==> src/rtl/dsp_sched_pkg.sv <==
// Shared constants for the slot read sequencer: parameter defaults, FSM state
// encodings and the phase-selection helper used when a phase begins or ends.
package dsp_sched_pkg;

   localparam int DEF_ADDR_W   = 10;
   localparam int DEF_RD_GAP   = 4;
   localparam int DEF_IRQ_LEAD = 8;

   typedef logic [2:0] sched_state_t;

   localparam sched_state_t ST_IDLE    = 3'd0;
   localparam sched_state_t ST_IRQ     = 3'd1;
   localparam sched_state_t ST_LEAD    = 3'd2;
   localparam sched_state_t ST_TX_DATA = 3'd3;
   localparam sched_state_t ST_TX_FREQ = 3'd4;
   localparam sched_state_t ST_RX_FREQ = 3'd5;

   // First phase that still has words to read; ST_IDLE means the slot is finished.
   function automatic sched_state_t first_phase(input logic is_tx, input logic data_nz,
                                                input logic freq_nz, input logic rx_nz);
      if (is_tx) return data_nz ? ST_TX_DATA : (freq_nz ? ST_TX_FREQ : ST_IDLE);
      return rx_nz ? ST_RX_FREQ : ST_IDLE;
   endfunction

endpackage

==> src/rtl/dsp_rd_burst_gen.sv <==
// Paced read burst generator: one strobe every RD_GAP cycles over addresses 0..len-1,
// then o_done one cycle before the next free strobe slot so a follow-on burst keeps cadence.
module dsp_rd_burst_gen #(
   parameter int ADDR_W = 10,
   parameter int RD_GAP = 4
) (
   input  logic              i_clk,
   input  logic              i_rst,
   input  logic              i_abort,
   input  logic              i_start,
   input  logic [ADDR_W-1:0] i_len,
   output logic              o_strobe,
   output logic [ADDR_W-1:0] o_addr,
   output logic              o_done
);

   localparam int GAP_W = (RD_GAP > 1) ? $clog2(RD_GAP) : 1;

   logic              r_run;
   logic              r_tail;
   logic [ADDR_W-1:0] r_addr;
   logic [ADDR_W-1:0] r_len;
   logic [GAP_W-1:0]  r_gap;
   logic              w_last;

   assign o_strobe = r_run && (r_gap == '0);
   assign w_last   = o_strobe && (r_addr == r_len - ADDR_W'(1));
   assign o_addr   = o_strobe ? r_addr : '0;
   // With a gap of one the next slot is the very next cycle, so done coincides with the last strobe.
   assign o_done   = (RD_GAP == 1) ? w_last : (r_tail && (r_gap == GAP_W'(1)));

   always_ff @(posedge i_clk) begin
      // NOTE: sequential state uses non-blocking assignments so every register samples pre-edge values.
      if (i_rst || i_abort) begin
         r_run  <= 1'b0;
         r_tail <= 1'b0;
         r_addr <= '0;
         r_len  <= '0;
         r_gap  <= '0;
      end else if (i_start) begin
         r_run  <= (i_len != '0);
         r_tail <= 1'b0;
         r_addr <= '0;
         r_len  <= i_len;
         r_gap  <= '0;
      end else if (o_strobe) begin
         r_gap <= GAP_W'(RD_GAP - 1);
         if (w_last) begin
            r_run  <= 1'b0;
            r_tail <= (RD_GAP > 1);
            r_addr <= '0;
         end else begin
            r_addr <= r_addr + ADDR_W'(1);
         end
      end else if (r_run || r_tail) begin
         r_gap <= r_gap - GAP_W'(1);
         if (r_tail && (r_gap == GAP_W'(1))) r_tail <= 1'b0;
      end
   end

endmodule

==> src/rtl/dsp_slot_rd_sched.sv <==
// Per-slot read sequencer: slot interrupt, lead time, then paced bursts over the TX data /
// TX freq-hop tables or the RX freq/PN table through one shared burst generator.
module dsp_slot_rd_sched
   import dsp_sched_pkg::*;
#(
   parameter int ADDR_W   = DEF_ADDR_W,
   parameter int RD_GAP   = DEF_RD_GAP,
   parameter int IRQ_LEAD = DEF_IRQ_LEAD
) (
   input  logic              logic_clk_in,
   input  logic              logic_rst_in,
   input  logic              sched_enable,
   input  logic              slot_start,
   input  logic              slot_is_tx,
   input  logic [ADDR_W-1:0] tx_data_len,
   input  logic [ADDR_W-1:0] tx_freq_len,
   input  logic [ADDR_W-1:0] rx_freq_len,
   input  logic              sched_err_clr,
   output logic              tx_slot_interrupt,
   output logic              tx_rd_en,
   output logic [ADDR_W-1:0] tx_addr,
   output logic              tx_freq_rd_en,
   output logic [ADDR_W-1:0] tx_freq_addr,
   output logic              rx_slot_interrupt,
   output logic              rx_freq_pn_rd,
   output logic [ADDR_W-1:0] rx_freq_pn_addr,
   output logic              sched_busy,
   output logic              sched_done,
   output logic              sched_overrun
);

   localparam int LEAD_W = (IRQ_LEAD > 1) ? $clog2(IRQ_LEAD) : 1;

   sched_state_t      r_state;
   logic              r_is_tx;
   logic [ADDR_W-1:0] r_data_len;
   logic [ADDR_W-1:0] r_freq_len;
   logic [ADDR_W-1:0] r_rx_len;
   logic [LEAD_W-1:0] r_lead;
   logic              r_done;
   logic              r_overrun;

   sched_state_t      w_next_state;
   sched_state_t      w_phase;
   logic              w_accept;
   logic              w_launch;
   logic              w_advance;
   logic              w_finish;
   logic              w_bg_start;
   logic [ADDR_W-1:0] w_bg_len;
   logic              w_bg_strobe;
   logic [ADDR_W-1:0] w_bg_addr;
   logic              w_bg_done;

   assign w_accept  = (r_state == ST_IDLE) && slot_start;
   // The lead counter reaches zero one cycle before the first strobe slot.
   assign w_launch  = ((r_state == ST_IRQ) || (r_state == ST_LEAD)) && (r_lead == '0);
   assign w_advance = w_launch ||
                      (w_bg_done && (r_state inside {ST_TX_DATA, ST_TX_FREQ, ST_RX_FREQ}));

   always_comb begin
      // NOTE: every combinational output is defaulted first so no path can infer a latch.
      w_phase      = ST_IDLE;
      w_next_state = r_state;
      w_finish     = 1'b0;
      w_bg_start   = 1'b0;
      w_bg_len     = '0;
      if (w_launch)
         w_phase = first_phase(r_is_tx, r_data_len != '0, r_freq_len != '0, r_rx_len != '0);
      else if (r_state == ST_TX_DATA)
         w_phase = first_phase(1'b1, 1'b0, r_freq_len != '0, 1'b0);

      if (r_state == ST_IDLE) begin
         if (slot_start) w_next_state = ST_IRQ;
      end else if (w_advance) begin
         w_next_state = w_phase;
         w_finish     = (w_phase == ST_IDLE);
         w_bg_start   = (w_phase != ST_IDLE);
         case (w_phase)
            ST_TX_DATA: w_bg_len = r_data_len;
            ST_TX_FREQ: w_bg_len = r_freq_len;
            ST_RX_FREQ: w_bg_len = r_rx_len;
            default:    w_bg_len = '0;
         endcase
      end else if (r_state == ST_IRQ) begin
         w_next_state = ST_LEAD;
      end
   end

   always_ff @(posedge logic_clk_in) begin
      if (logic_rst_in) begin
         r_state    <= ST_IDLE;
         r_is_tx    <= 1'b0;
         r_data_len <= '0;
         r_freq_len <= '0;
         r_rx_len   <= '0;
         r_lead     <= '0;
         r_done     <= 1'b0;
         r_overrun  <= 1'b0;
      end else begin
         if (slot_start && (r_state != ST_IDLE)) r_overrun <= 1'b1;
         else if (sched_err_clr)                 r_overrun <= 1'b0;

         if (!sched_enable) begin
            r_state <= ST_IDLE;
            r_done  <= 1'b0;
            r_lead  <= '0;
         end else begin
            r_state <= w_next_state;
            r_done  <= w_finish;
            if (w_accept) begin
               r_is_tx    <= slot_is_tx;
               r_data_len <= tx_data_len;
               r_freq_len <= tx_freq_len;
               r_rx_len   <= rx_freq_len;
               r_lead     <= LEAD_W'(IRQ_LEAD - 1);
            end else if (r_lead != '0) begin
               r_lead <= r_lead - LEAD_W'(1);
            end
         end
      end
   end

   dsp_rd_burst_gen #(
      .ADDR_W (ADDR_W),
      .RD_GAP (RD_GAP)
   ) u_burst (
      .i_clk    (logic_clk_in),
      .i_rst    (logic_rst_in),
      .i_abort  (!sched_enable),
      .i_start  (w_bg_start),
      .i_len    (w_bg_len),
      .o_strobe (w_bg_strobe),
      .o_addr   (w_bg_addr),
      .o_done   (w_bg_done)
   );

   assign tx_slot_interrupt = (r_state == ST_IRQ) && r_is_tx;
   assign rx_slot_interrupt = (r_state == ST_IRQ) && !r_is_tx;
   assign tx_rd_en          = (r_state == ST_TX_DATA) && w_bg_strobe;
   assign tx_freq_rd_en     = (r_state == ST_TX_FREQ) && w_bg_strobe;
   assign rx_freq_pn_rd     = (r_state == ST_RX_FREQ) && w_bg_strobe;
   assign tx_addr           = tx_rd_en      ? w_bg_addr : '0;
   assign tx_freq_addr      = tx_freq_rd_en ? w_bg_addr : '0;
   assign rx_freq_pn_addr   = rx_freq_pn_rd ? w_bg_addr : '0;
   assign sched_busy        = (r_state != ST_IDLE);
   assign sched_done        = r_done;
   assign sched_overrun     = r_overrun;

endmodule

==> config.mk <==
export PLATFORM = sky130hd
export DESIGN_NAME = dsp_slot_rd_sched
export DESIGN_NICKNAME = d
export VERILOG_FILES = /design/src/rtl/dsp_sched_pkg.sv /design/src/rtl/dsp_rd_burst_gen.sv /design/src/rtl/dsp_slot_rd_sched.sv
export SDC_FILE = /design/constraint.sdc
export NUM_CORES = 1
export LEC_CHECK = 0
export CORE_MARGIN = 2
export CORE_UTILIZATION = 55
export DETAILED_ROUTE_END_ITERATION = 7
export GPL_TIMING_DRIVEN = 1
export PLACE_DENSITY = 0.94
export REMOVE_ABC_BUFFERS = 1
export SYNTH_ARGS = -nofsm -noshare
export SYNTH_HDL_FRONTEND = slang
export SYNTH_SLANG_ARGS = --single-unit
export TNS_END_PERCENT = 50
==> constraint.sdc <==
create_clock -name logic_clk_in -period 6.85 [get_ports logic_clk_in]
set_clock_uncertainty 0.1 [all_clocks]
set_input_delay 2.055 -clock logic_clk_in [delete_from_list [all_inputs] [get_ports logic_clk_in]]
set_output_delay 2.055 -clock logic_clk_in [all_outputs]
set_load 0.05 [all_outputs]
**Word level (Yosys, flattened, before mapping)**

Cells that the tools add are included.

- Add/subtract/negate cells: 4
- Multipliers: 0
- Divide/modulo/power cells: 0
- Order comparisons: 0
- Equality and inequality tests: 12
- Shift operators: 0
- Multiplexer cells: 39
- Bitwise gates (word level): 2
- Reductions and logical operators: 44

Operators by type and width:

| operator | number |
|---|---|
| two-way mux 10 bit | 7 |
| two-way mux 3 bit | 14 |
| nonzero test 10 bit | 4 |
| case mux 10 bit (3 select lines) | 1 |
| two-way mux 1 bit | 15 |
| nonzero test 3 bit | 5 |
| == test 3 bit (second input constant) | 4 |
| logical AND 1 bit | 12 |
| nonzero test 2 bit | 6 |
| adder 10 x 1 -> 10 bit (second input constant) | 1 |
| == test 10 bit | 1 |
| subtractor 10 x 1 -> 10 bit (second input constant) | 1 |
| == test 3 x 2 -> 1 bit (second input constant) | 3 |
| logical NOT 3 bit | 3 |
| AND reduction 2 bit | 3 |
| logical OR 1 bit | 4 |
| two-way mux 2 bit | 2 |
| != test 2 bit (second input constant) | 2 |
| OR reduction 2 bit | 2 |
| OR reduction 4 bit | 1 |
| == test 3 x 1 -> 1 bit (second input constant) | 1 |
| AND reduction 3 bit | 1 |
| subtractor 3 x 1 -> 3 bit (second input constant) | 1 |
| == test 2 x 1 -> 1 bit (second input constant) | 1 |
| other kinds (4) | 6 |

- Flip-flop bits (word level): 63
- Latch bits: 0
- RAM bits: 0
- ROM bits: 0
- Bits of input ports: 36
- Output and inout port bits: 38
- Word-level logic and storage cells: 114
- Memories kept: 0

**Depth between registers and ports, before layout**

Gate-level depths: netlist of the first run.

- Depth after elaboration: 13
- Mapped depth: 10

**By module**

A second synthesis of the first run with hierarchy kept.

- Cells, all modules: 447
- Area total of the unflattened synthesis: 3666.0 µm²

Modules (own cells, without submodules):

| module | times used | cells each | area an instance (µm²) | seq. area each (µm²) |
|---|---|---|---|---|
| dsp_slot_rd_sched | 1 | 288 | 2218.4 | 780.7 |
| dsp_rd_burst_gen | 1 | 159 | 1447.6 | 480.5 |

**Worst setup path before layout of the first run**

No wires, ideal clock.

- Path kind: reg-to-output
- Start: register u_burst.r_gap[0]
- End: output port rx_freq_pn_addr[0]
- Arrival: 2.116 ns
- Data required time: 4.695 ns
- Slack: 2.579 ns
- Stages on the path, launching flop included: 8
- Cells stage by stage: dfxtp_1 inv_1 ha_1 and2_1 clkbuf_1 and3_1 clkbuf_1 and2_1

- Word-level cells in the longest chain between the ends: 4

Ends and longest elaborated chain:

| element | RTL line | text |
|---|---|---|
| from (decl) | dsp_rd_burst_gen.sv:23 | `logic [GAP_W-1:0] r_gap;` |
| from (signal assigned) | dsp_rd_burst_gen.sv:47 | `r_gap <= GAP_W'(RD_GAP - 1);` |
| from (signal assigned) | dsp_rd_burst_gen.sv:56 | `r_gap <= r_gap - GAP_W'(1);` |
| logical NOT 2 bit | dsp_rd_burst_gen.sv:26 | `assign o_strobe = r_run && (r_gap == '0);` |
| logical AND 1 bit | dsp_rd_burst_gen.sv:26 |  |
| logical AND 1 bit | dsp_slot_rd_sched.sv:142 | `assign rx_freq_pn_rd = (r_state == ST_RX_FREQ) && w_bg_strobe;` |
| named net rx_freq_pn_rd | dsp_slot_rd_sched.sv:25 | `output logic rx_freq_pn_rd,` |
| two-way mux 10 bit | dsp_slot_rd_sched.sv:145 | `assign rx_freq_pn_addr = rx_freq_pn_rd ? w_bg_addr : '0;` |
| to (decl) | dsp_slot_rd_sched.sv:26 | `output logic [ADDR_W-1:0] rx_freq_pn_addr,` |

The timed path passes the listed nets, and every way through them passes these cells.

**Final worst setup path of the first run**

- Start: register u_burst.r_gap[0]
- End: output port tx_freq_addr[1]

- Word-level cells in the longest chain between the ends: 4

Ends and longest elaborated chain:

| element | RTL line | text |
|---|---|---|
| logical NOT 2 bit * | dsp_rd_burst_gen.sv:26 |  |
| logical AND 1 bit * | dsp_rd_burst_gen.sv:26 |  |
| two-way mux 10 bit or logical AND 1 bit (tied branches) | dsp_rd_burst_gen.sv:28, dsp_slot_rd_sched.sv:141 |  |
| two-way mux 10 bit * | dsp_slot_rd_sched.sv:144 | `assign tx_freq_addr = tx_freq_rd_en ? w_bg_addr : '0;` |
| to (decl) | dsp_slot_rd_sched.sv:23 | `output logic [ADDR_W-1:0] tx_freq_addr,` |

Every way passes the cells marked *; elsewhere a longest branch is shown, timed or not.

==> metrics.txt, run 1 <==
cts bufs inserted=9; clk_lat worst skew=between 300 and 400 ps; CP delay by family, top=simple AND/OR/NAND/NOR gates; maxcap violations=0; crit-path max cell delay=1010 ps; drt wl/cell=~15 um; I/O pins=74; die width=around 84 um; CP Class=flop to output pin; CTS tree=built; Distinct cells, synth=57; Sink Count=63; synthesized flop and latch total=63; Synth Warn #=0; Total GRT Usage=26.0%; Slew @ Worst Pin=around 1200 ps; number of synthesized flops with an enable pin=0; root buf cell=clkbuf_8; row count=29; Core ar.=6240 um^2; DR pass1 iterations=4; area of the die=roughly 7000 um^2; XOR/XNOR share of the synthesized area=about 5.6%; Layout Area Growth over Synthesis=26.7%; Final nets=548; adder-cell share of the synthesized area=2.15%; Fmax=between 150 and 200 MHz; initial antenna violation count=0; top-count cell post-synth=nand2_1; Max Root-Sink Buffers=2; Detail Placement HPWL=~6400 um; post-CTS setup buffers=0; Setup TNS=0 ps; sequential fraction of the synthesis area=a little over a third; Finished Layout Cells=588; RSZ-0062 raised after global routing=no; Setup violations, final=0; Buf+Inv Stages, Crit Path=2; via density per instance=approximately 5.8; post-route minimum period=5450 ps; Final Slew Violations=0; Worst path slowest cell=nor4_1; ANT nets after route=0; post_cts resized=0; Synth Area in Compound Gates=between 20% and 30%; clk slew on worst S/H paths=about 70 ps; Syn Area/Cell=between 7 and 8 um^2; Tot Pwr=between 0.8 and 0.9 mW; DP Cell Count=around 570; first-pass GRT wire length=15000 um; CP required=around 4700 ps; top cells by count, synth=nand2_1 (82), dfxtp_1 (63), a21oi_1 (56); Primary FF master, synth=dfxtp_1; Yosys top cell by area=dfxtp_1; VDD IR max=0.000154 V; total gr overflow=0; WP data arrival=approximately 3300 ps; post-synthesis mux area share=2.22%; CP max FO=11; main combinational cell family by area after synthesis=simple AND/OR/NAND/NOR gates; antenna diode count=0; HP Class=flop to flop; via count=~3400; status=completed; CTS Hold Bufs=0; share of cells above drive strength 1=under 10%; Finished Core Util=70.9%; pin count of the biggest net entering global routing=35; DRC violations left=0; asr flop ratio synth=0%; Mapped Cells=roughly 450; synth top area cells=dfxtp_1 (36%), nand2_1 (8.8%), a21oi_1 (8.0%); Die Span Y=around 84 um; WL final=a little under 9000 um; Max-slew headroom=between 15 and 20%; top-area cell type share of the netlist area=~36%; Leak=1.68 nW; Synth Area in Simple Gates=28.4%; PwrDens=about 200 nW/um^2; setup slack, reg-to-reg=between 4000 and 5000 ps; Syn Std Cell Area=3490 um^2; initial core utilization=a little under three fifths; PortBufs=73; H-tree Lvls=3; vias in the first global route=3395; Final period util=79.5%; DR iter-0 viols=roughly 210; Worst setup SP type=flop; CP Cell Sequence=inv_1, ha_1, nand2_1, nor4_1, and2_1, clkdlybuf4s50_1; gpl congestion=just under 1; CP endpoint kind=output pin; final hold vios=0
-- registers in the layout (all words and copies together), names as in the netlist --
signal,count
r_data_len,10
r_freq_len,10
r_rx_len,10
u_burst.r_addr,10
u_burst.r_len,10
r_lead,3
r_state,3
u_burst.r_gap,2
r_is_tx,1
sched_done,1
sched_overrun,1
u_burst.r_run,1
u_burst.r_tail,1
-- worst paths after layout --
check / startpoint / depth (start not counted) / to
max: u_burst.r_gap[0]$_SDFFE_PP0P_ / 6 / tx_freq_addr[1]
min reg2reg: r_rx_len[0]$_SDFFE_PP0P_ / 2 / r_rx_len[0]$_SDFFE_PP0P_
min: r_rx_len[0]$_SDFFE_PP0P_ / 2 / r_rx_len[0]$_SDFFE_PP0P_
max reg2reg: u_burst.r_len[0]$_SDFFE_PP0P_ / 8 / u_burst.r_tail$_SDFFE_PP0P_
-- per-stage QoR --
stage               hold WS, ps  cell area, um^2  setup slack (ps)
finish                      367             4420              1400
global route                391             4420              1210
CTS                         372             4420              1420
detailed placement          362             4200              1800
global placement            356             4200              2070
floorplan                   339             3370              1410
-- where the power goes --
group          total [mW]  internal, mW  switching, mW
clock network       0.364         0.213          0.151
registers           0.391         0.379         0.0123
logic               0.108        0.0487         0.0591
-- cell type report --
type                    count  area (um^2)
multi-input cells         348         2070
fillers                   488         1820
flip-flops and latches     63         1260
repair buffers             74          738
clock buffers              10          138
well taps                  77         96.3
clock inverters             6         83.8
inverters                  10         37.5
-- worst reg2reg max path: stages, from the launching register on --
cell and delay, ps:
dfxtp_1 540, inv_1 100, ha_1 340, xnor2_1 170
o2bb2ai_1 170, a2111oi_4 360, o221ai_2 230, nor3_4 370
o21ba_1 180
-- per-layer routing --
layer,up-vias,global-route usage [%],routed length [um]
li1,1689,-,-
met1,1568,29.9,3500
met2,140,44.8,4390
met3,19,4.55,637
met4,0,15.8,186
met5,-,0,0
-- kinds of logic after synthesis --
group	count (synthesis)
xor gates and xnor gates	20
AOI/OAI and AO/OA	119
and+or+nand+nor	196
adders and majority gates	6
buffers and inverters	40
DFF	63
muxes	7
-- cells in the final DEF (no fill, tap or decap), drive strengths merged, types with 9 or more instances in the layout --
cell,Yosys,final
a21oi,56,56
and2,24,24
and3,17,17
clkbuf,21,10
clkdlybuf4s50,0,73
dfxtp,63,63
inv,10,10
nand2,82,82
nor2,17,17
nor3,18,18
o21ai,29,29
xnor2,10,10
xor2,9,9
No activity file was read; power rests on OpenSTA's default activity.
==> run 2: changes to the inputs <==
--- a/config.mk
+++ b/config.mk
@@ -6,10 +6,10 @@
 export NUM_CORES = 1
 export LEC_CHECK = 0
 export CORE_MARGIN = 2
-export CORE_UTILIZATION = 55
+export CORE_UTILIZATION = 46
 export DETAILED_ROUTE_END_ITERATION = 7
 export GPL_TIMING_DRIVEN = 1
-export PLACE_DENSITY = 0.94
+export PLACE_DENSITY = 0.85
 export REMOVE_ABC_BUFFERS = 1
 export SYNTH_ARGS = -nofsm -noshare
 export SYNTH_HDL_FRONTEND = slang
==> constraint.sdc (replaced) <==
create_clock -name logic_clk_in -period 4.6 [get_ports logic_clk_in]
set_clock_uncertainty 0.1 [all_clocks]
set_input_delay 1.38 -clock logic_clk_in [delete_from_list [all_inputs] [get_ports logic_clk_in]]
set_output_delay 1.38 -clock logic_clk_in [all_outputs]
set_load 0.05 [all_outputs]
==> run 2 against run 1 <==
Final area is 0.34% higher. Sequential share of layout area decreased by 0.096 points. Clock-buffer cell count up 1. Non-clock buffer count rose by 3. Clock power is 44% higher. Critical path depth rose by 1. Global-route usage down 4.4 points. Via count is 1.7% lower. Cell count up 4.1%. Flip-flop and latch count unchanged. Largest cell class unchanged. Largest power group unchanged.
==> metrics.txt, run 2 (synthesized netlist as in run 1, its figures left out) <==
clk slew on worst S/H paths=70 ps (about the same); pin count of the biggest net entering global routing=33 (-5.7%); Worst path slowest cell=clkdlybuf4s50_1; Max Root-Sink Buffers=2 (unchanged); setup slack, reg-to-reg=1950 ps (-2300 ps); CP most frequent cell=and2_1; vias in the first global route=3072 (-9.5%); Worst setup SP type=flop; Slew @ Worst Pin=1100 ps (-138 ps); Setup violations, final=0 (unchanged); CTS tree=built; clk_lat worst skew=350 ps (about the same); VDD IR max=0.000193 V (+25%); combinational share of power=12.7% (+0.2 points); DP Cell Count=597 (+4.4%); hold path depth=2 (unchanged); Internal Dissipation=0.953 mW (+49%); Total GRT Usage=21.6% (-4.4 points); CP Cell Sequence=inv_1, ha_1, and2_1, buf_4, and3_1, and2_1, clkdlybuf4s50_1; origin of the worst min-delay path=r_rx_len[0]$_SDFFE_PP0P_; first-pass GRT wire length=14500 um (-3.5%); H-tree Lvls=3 (unchanged); maxcap violations=0 (unchanged); CTS Hold Bufs=0 (unchanged); CP delay by family, top=buffers and inverters; Max-slew headroom=26.2% (+9.7 points); final hold vios=0 (unchanged); Layout Area Growth over Synthesis=27.1%; Detail Placement HPWL=6410 um (-0.35%); Final period util=88.8%; share of cells above drive strength 1=8.58% (+2.1 points); hold_ws=372 ps (+5.00 ps); crit-path max cell delay=800 ps (-210 ps); switch share=24.9% (-0.88 points); RSZ-0062 raised after global routing=no; Clk network pwr share=41.3% (-0.9 points); PwrDens=286 nW/um^2 (+46%); cts bufs inserted=9 (unchanged); Buf+Inv Stages, Crit Path=3 (+1); DRC violations left=0 (unchanged); WL final=8700 um (-0.22%); initial antenna violation count=0 (unchanged); CP max FO=16 (+5); Finished Layout Cells=612 (+4.1%); Fmax=around 240 MHz; die width=91.1 um (+8.9%); DR iter-0 viols=220 (+3.8%); Sink Count=63 (unchanged); total gr overflow=0 (unchanged); Leak=1.71 nW (+1.8%); # fillers=677 (+39%); WP data arrival=2600 ps (-690 ps); Switch Pwr=0.315 mW (+42%); register area=1260 um^2 (unchanged); Final nets=551 (+0.55%); area of the multi-input gates=2070 um^2 (unchanged); post_cts resized=0 (unchanged); initial core utilization=47.9% (-8.1 points); status=completed; reg2reg end=u_burst.r_tail$_SDFFE_PP0P_; Hold Path End=r_rx_len[0]$_SDFFE_PP0P_; CP Class=flop to output pin; reg2reg start=u_burst.r_len[0]$_SDFFE_PP0P_; R2R cell count=8 (unchanged); drt wl/cell=14.2 um (-4.1%); area of the die=8300 um^2 (+19%); DR pass1 iterations=7 (+3); post-route minimum period=between 4000 and 5000 ps; most frequent cells in the layout=nand2_1 (82), clkdlybuf4s50_1 (63), dfxtp_1 (63), a21oi_1 (56), and2_1 (24); Final Slew Violations=0 (unchanged); CP required=3120 ps (-1580 ps); via density per instance=5.49 (-5.6%); commonest non-fill, non-tap cell in the layout=nand2_1; HP Class=flop to flop; Die Span Y=91.1 um (+8.9%); CP endpoint kind=output pin; I/O pins=74 (unchanged); root buf cell=clkbuf_8; row count=31 (+6.9%); post-CTS setup buffers=0 (unchanged); Core ar.=7290 um^2 (+17%); PortBufs=73 (unchanged); gpl congestion=0.932 (-3.0%); ANT nets after route=0 (unchanged); antenna diode count=0 (unchanged); via count=3358 (-1.7%); sequential power share=45.9% (+0.6 points)
[run 2: changes by cell type in the layout (fill, tap and decap cells not counted)]
cell | previous run | this run
buf_4 | 1 | 14
clkbuf_1 | 0 | 1
clkdlybuf4s50_1 | 73 | 63
clkinv_2 | 3 | 2
clkinv_4 | 1 | 0
[run 2: power by group through the flow]
stage	registers [mW]	clock network, mW	logic, mW
floorplan	0.592	0	0.0962
global placement	0.594	0	0.156
detailed placement	0.595	0	0.161
CTS	0.583	0.536	0.162
global route	0.585	0.560	0.179
finish	0.583	0.524	0.162
[run 2: worst reg2reg max path: stages (launching register included)]
cell and delay (ps):
dfxtp_1 530, inv_1 110, ha_1 350, xnor2_1 180, o2bb2ai_1 170, a2111oi_4 360, o221ai_2 230, nor3_4 380
o21ba_1 180
[run 2: worst max-delay path by stage]
| stage | end | slack [ps] | cells past startpoint | start |
|---|---|---|---|---|
| floorplan | tx_freq_addr[0] | -160 | 5 | u_burst.r_gap[0]$_SDFFE_PP0P_ |
| detailed placement | rx_freq_pn_addr[1] | 890 | 7 | u_burst.r_gap[0]$_SDFFE_PP0P_ |
| global route | rx_freq_pn_addr[5] | 340 | 7 | u_burst.r_gap[1]$_SDFFE_PP0P_ |
| global placement | rx_freq_pn_addr[1] | 940 | 7 | u_burst.r_gap[0]$_SDFFE_PP0P_ |
| CTS | rx_freq_pn_addr[1] | 490 | 7 | u_burst.r_gap[1]$_SDFFE_PP0P_ |
| finish | rx_freq_pn_addr[1] | 520 | 7 | u_burst.r_gap[1]$_SDFFE_PP0P_ |
[run 2: area by class of cell]
class                   count  share of cell area [%]
multi-input cells         348                    46.6
repair buffers             77                    16.6
well taps                  99                    2.79
flip-flops and latches     63                    28.4
clock buffers              11                    3.18
clock inverters             4                    1.58
inverters                  10                   0.846
[run 2: layer usage]
metal	track usage [%]	up-vias	wire (um)
met4	7.95	0	102
met2	36.7	108	4170
met5	0	-	0
met3	5.15	12	458
li1	-	1690	-
met1	26.6	1548	3970
[run 2: per-stage QoR]
stage	total power [mW]	util [%]	TNS (ps)	area, um^2	worst slack, ps
2_1_floorplan	0.688	-	-1630	3370	-163
3_3_place_gp	0.750	58.0	0	4230	938
3_5_place_dp	0.756	58.0	0	4230	886
4_1_cts	1.28	60.9	0	4440	488
5_1_grt	1.32	60.9	0	4440	342
6_report	1.27	60.9	0	4440	517
==> run 3: changes to the inputs <==
--- a/config.mk
+++ b/config.mk
@@ -5,11 +5,13 @@
 export SDC_FILE = /design/constraint.sdc
 export NUM_CORES = 1
 export LEC_CHECK = 0
+export CELL_PAD_IN_SITES_DETAIL_PLACEMENT = 1
+export CELL_PAD_IN_SITES_GLOBAL_PLACEMENT = 2
 export CORE_MARGIN = 2
-export CORE_UTILIZATION = 46
+export CORE_UTILIZATION = 26
 export DETAILED_ROUTE_END_ITERATION = 7
 export GPL_TIMING_DRIVEN = 1
-export PLACE_DENSITY = 0.85
+export PLACE_DENSITY = 0.84
 export REMOVE_ABC_BUFFERS = 1
 export SYNTH_ARGS = -nofsm -noshare
 export SYNTH_HDL_FRONTEND = slang
==> run 3 against run 2 <==
Global-route usage fell by 6.4 points. Maximum frequency is 3.3% lower. Routed wire length grew 19%. Sequential power about the same. Critical path type unchanged. Critical endpoint is now rx_freq_pn_addr[3]. Largest cell class unchanged. Highest routed layer unchanged.
==> metrics.txt, run 3 (synthesized netlist as in run 1, its figures left out) <==
status=completed; Worst path slowest cell=clkdlybuf4s50_1; WL final=10300 um (+19%); Place WS=684 ps (-202 ps); Worst setup SP type=flop; drt wl/cell=14.9 um (+5.0%); post-CTS setup buffers=0 (unchanged); Fmax=237 MHz (-3.3%); Slew @ Worst Pin=701 ps (-403 ps); CP Cell Sequence=inv_1, ha_1, and2_1, and3_1, and2_1, clkdlybuf4s50_1; DP Cell Count=675 (+13%); Internal Dissipation=1.17 mW (+23%); CP most frequent cell=and2_1; area of the die=14400 um^2 (+73%); Layout Area Growth over Synthesis=34.6%; first-pass GRT wire length=17700 um (+22%); hold path depth=2 (unchanged); RSZ-0062 raised after global routing=no; post-route minimum period=4220 ps (+141 ps); switch share=24.2% (-0.67 points); most frequent cells in the layout=nand2_1 (82), clkdlybuf4s50_1 (73), dfxtp_1 (63), a21oi_1 (56), and2_1 (24); Final nets=552 (+0.18%); setup slack, reg-to-reg=1960 ps (about the same); maxcap violations=0 (unchanged); via count=3347 (-0.33%); Setup TNS=0 ps (unchanged); gpl congestion=0.826 (-11%); VDD IR max=0.000206 V (+6.7%); Finished Core Util=35.6% (-25 points); WP data arrival=2740 ps (+140 ps); CP endpoint kind=output pin; DR iter-0 viols=133 (-40%); Finished Layout Cells=691 (+13%); origin of the worst min-delay path=r_freq_len[2]$_SDFFE_PP0P_; DR pass1 iterations=4 (-3); Hold Path End=r_freq_len[2]$_SDFFE_PP0P_; Sink Count=63 (unchanged); clk slew on worst S/H paths=60 ps (about the same); Switch Pwr=0.373 mW (+18%); CP Class=flop to output pin; Max-slew headroom=53.2% (+27 points); Detail Placement HPWL=7890 um (+23%); final hold vios=0 (unchanged); Die Span Y=120 um (+32%); Max Root-Sink Buffers=2 (unchanged); Core ar.=13200 um^2 (+81%); sequential power share=37.8% (-8.1 points); PnR worst setup slack=375 ps (-141 ps); Total GRT Usage=15.2% (-6.4 points); Clk network pwr share=51.3% (+10 points); combinational share of power=10.9% (-1.8 points); commonest non-fill, non-tap cell in the layout=nand2_1; die width=120 um (+32%); vias in the first global route=3521 (+15%); PwrDens=328 nW/um^2 (+15%); CP max FO=16 (unchanged); initial antenna violation count=0 (unchanged); crit-path max cell delay=800 ps (about the same); # fillers=1575 (+130%); root buf cell=clkbuf_16; clk_lat worst skew=330 ps (-20 ps); PortBufs=73 (unchanged); share of cells above drive strength 1=7.18% (-1.4 points); row count=42 (+35%); Final Slew Violations=0 (unchanged); cts bufs inserted=9 (unchanged); HP Class=flop to flop; DRC violations left=0 (unchanged); H-tree Lvls=3 (unchanged); via density per instance=4.84 (-12%); reg2reg end=u_burst.r_tail$_SDFFE_PP0P_; antenna diode count=0 (unchanged); reg2reg start=u_burst.r_len[0]$_SDFFE_PP0P_; I/O pins=74 (unchanged); CP required=3120 ps (about the same); R2R cell count=8 (unchanged); Leak=1.75 nW (+2.3%); Final period util=91.8% (+3.1 points); CTS tree=built; ANT nets after route=0 (unchanged); Setup crit start=u_burst.r_gap[0]$_SDFFE_PP0P_; Setup violations, final=0 (unchanged); total gr overflow=0 (unchanged); CTS Hold Bufs=0 (unchanged); pin count of the biggest net entering global routing=32 (-3.0%); post_cts resized=0 (unchanged); initial core utilization=26.5% (-21 points)
-- run 3: changes by cell type in the layout (fill, tap and decap cells not counted) --
cell,previous run,this run
clkdlybuf4s50_1,63,73
clkinv_4,0,1
inv_6,0,1
bufinv_16,2,3
clkinv_2,2,1
clkbuf_16,0,9
clkinvlp_4,0,1
buf_4,14,5
clkbuf_1,1,0
clkbuf_8,10,0
-- run 3: metal layers --
layer	wire [um]	up-vias	track usage, %
met5	0	-	0
met2	5170	73	27.5
met3	423	12	3.47
met1	4570	1568	18.0
met4	139	0	4.19
li1	-	1694	-
-- run 3: worst max path at each step --
stage                         endpoint  slack [ps]  depth (start not counted)
floorplan              tx_freq_addr[0]        -160                          5
global placement       tx_freq_addr[0]         740                          7
detailed placement  rx_freq_pn_addr[3]         680                          6
CTS                 rx_freq_pn_addr[3]         330                          6
global route        rx_freq_pn_addr[8]         180                          6
finish              rx_freq_pn_addr[3]         380                          6
-- run 3: power groups by stage --
stage | clock [mW] | sequential [mW] | combinational (mW)
after detailed placement | 0 | 0.596 | 0.168
after global placement | 0 | 0.595 | 0.163
after floorplan | 0 | 0.592 | 0.0962
after CTS | 0.810 | 0.584 | 0.170
final | 0.792 | 0.584 | 0.168
after global routing | 0.834 | 0.587 | 0.189
-- run 3: layout make-up --
type / instances / area, um^2 / share of cell area (%)
Tap cell: 176 / 220 / 4.68
Timing Repair Buffer: 78 / 768 / 16.3
Multi-Input combinational cell: 348 / 2070 / 44.0
Clock buffer: 9 / 225 / 4.79
Inverter: 10 / 37.5 / 0.798
Clock inverter: 7 / 120 / 2.55
Sequential cell: 63 / 1260 / 26.8
-- run 3: per-stage QoR --
stage / hold slack, ps / power (mW) / cell area, um^2
after floorplan: 339 / 0.688 / 3370
after global placement: 357 / 0.758 / 4360
after detailed placement: 363 / 0.765 / 4360
after CTS: 371 / 1.56 / 4700
after global routing: 401 / 1.61 / 4700
final: 370 / 1.54 / 4700
-- run 3: worst max-delay path: cells and delay by family (launching register included) --
kind,cells,cell delay [ps]
adders and majority gates,1,190
buffers and inverters,2,890
DFF,1,320
and+or+nand+nor,3,1010
==> patch (config.mk and constraints of run 3) <==
The package constant `DEF_IRQ_LEAD` goes from 8 to 16.
--- a/src/rtl/dsp_sched_pkg.sv
+++ b/src/rtl/dsp_sched_pkg.sv
@@ -4,7 +4,7 @@
 
    localparam int DEF_ADDR_W   = 10;
    localparam int DEF_RD_GAP   = 4;
-   localparam int DEF_IRQ_LEAD = 8;
+   localparam int DEF_IRQ_LEAD = 16;
 
    typedef logic [2:0] sched_state_t;
 
Check against the original RTL: not equivalent (Yosys sat finds a counterexample within 10 cycles, from zero or initial values and one cycle with logic_rst_in high).
==> patch against run 3 <==
Maximum frequency rose by 1.7%; critical endpoint is now tx_addr[1]; routed wire length decreased by 2.8%; highest routed layer unchanged; total power down 10%; register-to-register slack worse by 0.13 ns; area after synthesis up 1.7%; sequential cell count increased by 1; final area shrank 0.48%; worst setup slack gained 0.070 ns; via count decreased by 2.2%.
==> patch: results (changes against run 3) <==
| Metric | Value |
|---|---|
| Status | finished clean |
| Met2 Usage GRT | 0.242 (-0.0334) |
| CTS Buf Count | 9 (unchanged) |
| Net Switching | 0.000373 W (-0.12%) |
| R2R Setup Slk | 1.83 ns (-0.13 ns) |
| Met3 usage | 0.0282 (-0.00650) |
| VDD IR-drop max | 0.000165 V (-20%) |
| First-pass GRT wire length | 16.7 mm (-5.6%) |
| Largest cells by area after synthesis | dfxtp_1 (36%), nand2_1 (8.7%), a21oi_1 (6.3%) |
| Dpl ws | 0.760 ns (+0.0763 ns) |
| Async SR Flop Fraction | 0 (unchanged) |
| Met2 wire length | 4.72 mm (-8.8%) |
| Clock Latency Late Sink | 0.33 ns (about the same) |
| Total track usage | 0.141 (-0.0111) |
| HP Class | reg2reg |
| CP arrival | 2.67 ns (-0.07 ns) |
| CP Max Fanout | 10 (-6) |
| M1 WL | 4.73 mm (+3.4%) |
| Worst hold slack | 0.372 ns (+0.00201 ns) |
| Port bufs | 73 (unchanged) |
| Initial antenna violation count | 0 (unchanged) |
| Slowest Stage Delay on Critical Path | 0.80 ns (about the same) |
| Initial DRC count | 103 (-23%) |
| Number of global-route vias before repair | 3,422 (-2.8%) |
| P_comb | 0.000158 W (-6%) |
| Final net count | 544 (-1.4%) |
| CTS resizes | 0 (unchanged) |
| Register area share after synthesis | 0.361 (about the same) |
| Clock Power Share | 0.461 (-0.052) |
| Vias | 3,273 (-2.2%) |
| CP max stage cell | clkdlybuf4s50_1 |
| Clk root buf | clkbuf_16 |
| Worst slew margin | 0.324 (-0.208) |
| Share of layout cells above drive strength 1 | 0.0789 (+0.00705) |
| Slew Limit Fails | 0 (unchanged) |
| Pleak | 1.61 nW (-7.7%) |
| Clock buffer depth | 2 (unchanged) |
| Worst Hold Endpoint | r_rx_len[2] |
| Met1 Use GR | 0.179 (-0.00113) |
| Global placer's final weighted congestion | 0.758 (-8.3%) |
| Total Wirelength | 10.0 mm (-2.8%) |
| # fillers | 1,606 (+2.0%) |
| CTS clk-pin slew, worst paths | 0.06 ns (about the same) |
| Met3 Wirelength | 451 µm (+6.6%) |
| Commonest cells post-synth | nand2_1 (82), dfxtp_1 (64), a21oi_1 (45) |
| RR Endpoint | u_burst.r_addr[2] |
| Hold_buf cts | 0 (unchanged) |
| Hold_sp | r_rx_len[2] |
| HPWL Detailed | 7.73 mm (-2.0%) |
| Post-synth cell types | 58 (+1.8%) |
| Pre-antenna DRT Iters | 5 (+1) |
| CP top delay family | simple AND/OR/NAND/NOR gates |
| Reg2reg path depth | 8 (unchanged) |
| Postcts setup bufs | 0 (unchanged) |
[patch: cell types whose count changed after synthesis, moves of 5 or more]
cell and delta:
a31oi_1 -5, and2_1 +8, nand3_1 +6, and3_1 -7, mux2_2 -6, xnor2_1 +6
nor3_2 +6, o21ai_0 -10, nor2_1 +12, nor3_1 -9, a21oi_1 -11
[patch: cell type report]
type                            instances  area, µm²  area share
Multi-Input combinational cell        340       2110       0.451
Clock inverter                          7       53.8      0.0115
Sequential cell                        64       1280       0.274
Clock buffer                            9        225      0.0481
Tap cell                              176        220      0.0471
Timing Repair Buffer                   75        746       0.159
Inverter                               12       45.0     0.00963
[patch: through the flow]
stage / util / total power [W] / instances / area [µm²]
after floorplan: - / 0.000691 / 416 / 3430
after global placement: 0.331 / 0.000755 / 667 / 4400
after detailed placement: 0.331 / 0.000761 / 667 / 4400
after CTS: 0.352 / 0.00140 / 683 / 4680
after global routing: 0.352 / 0.00144 / 683 / 4680
final: 0.352 / 0.00139 / 683 / 4680
[patch: worst max-delay path by stage]
stage | from | to | slack (ns) | cells past startpoint
5_1_grt | r_state[0] | tx_addr[1] | 0.26 | 5
6_report | r_state[0] | tx_addr[1] | 0.45 | 5
3_5_place_dp | r_state[0] | tx_addr[1] | 0.76 | 5
2_1_floorplan | r_state[0] | tx_addr[0] | 0.98 | 4
3_3_place_gp | r_state[0] | tx_addr[8] | 0.81 | 5
4_1_cts | r_state[0] | tx_addr[1] | 0.39 | 5
[patch: kinds of logic (layout without fill, tap and decap cells)]
kind of cell	after synthesis	in the layout	synth area share
XOR/XNOR	22	22	0.0585
AND/OR/NAND/NOR	209	209	0.309
buffers and inverters	38	103	0.0455
multiplexers	5	5	0.0141
flip-flops	64	64	0.361
adder cells (fa/ha/maj)	6	6	0.0211
AO/OA/AOI/OAI	98	98	0.191
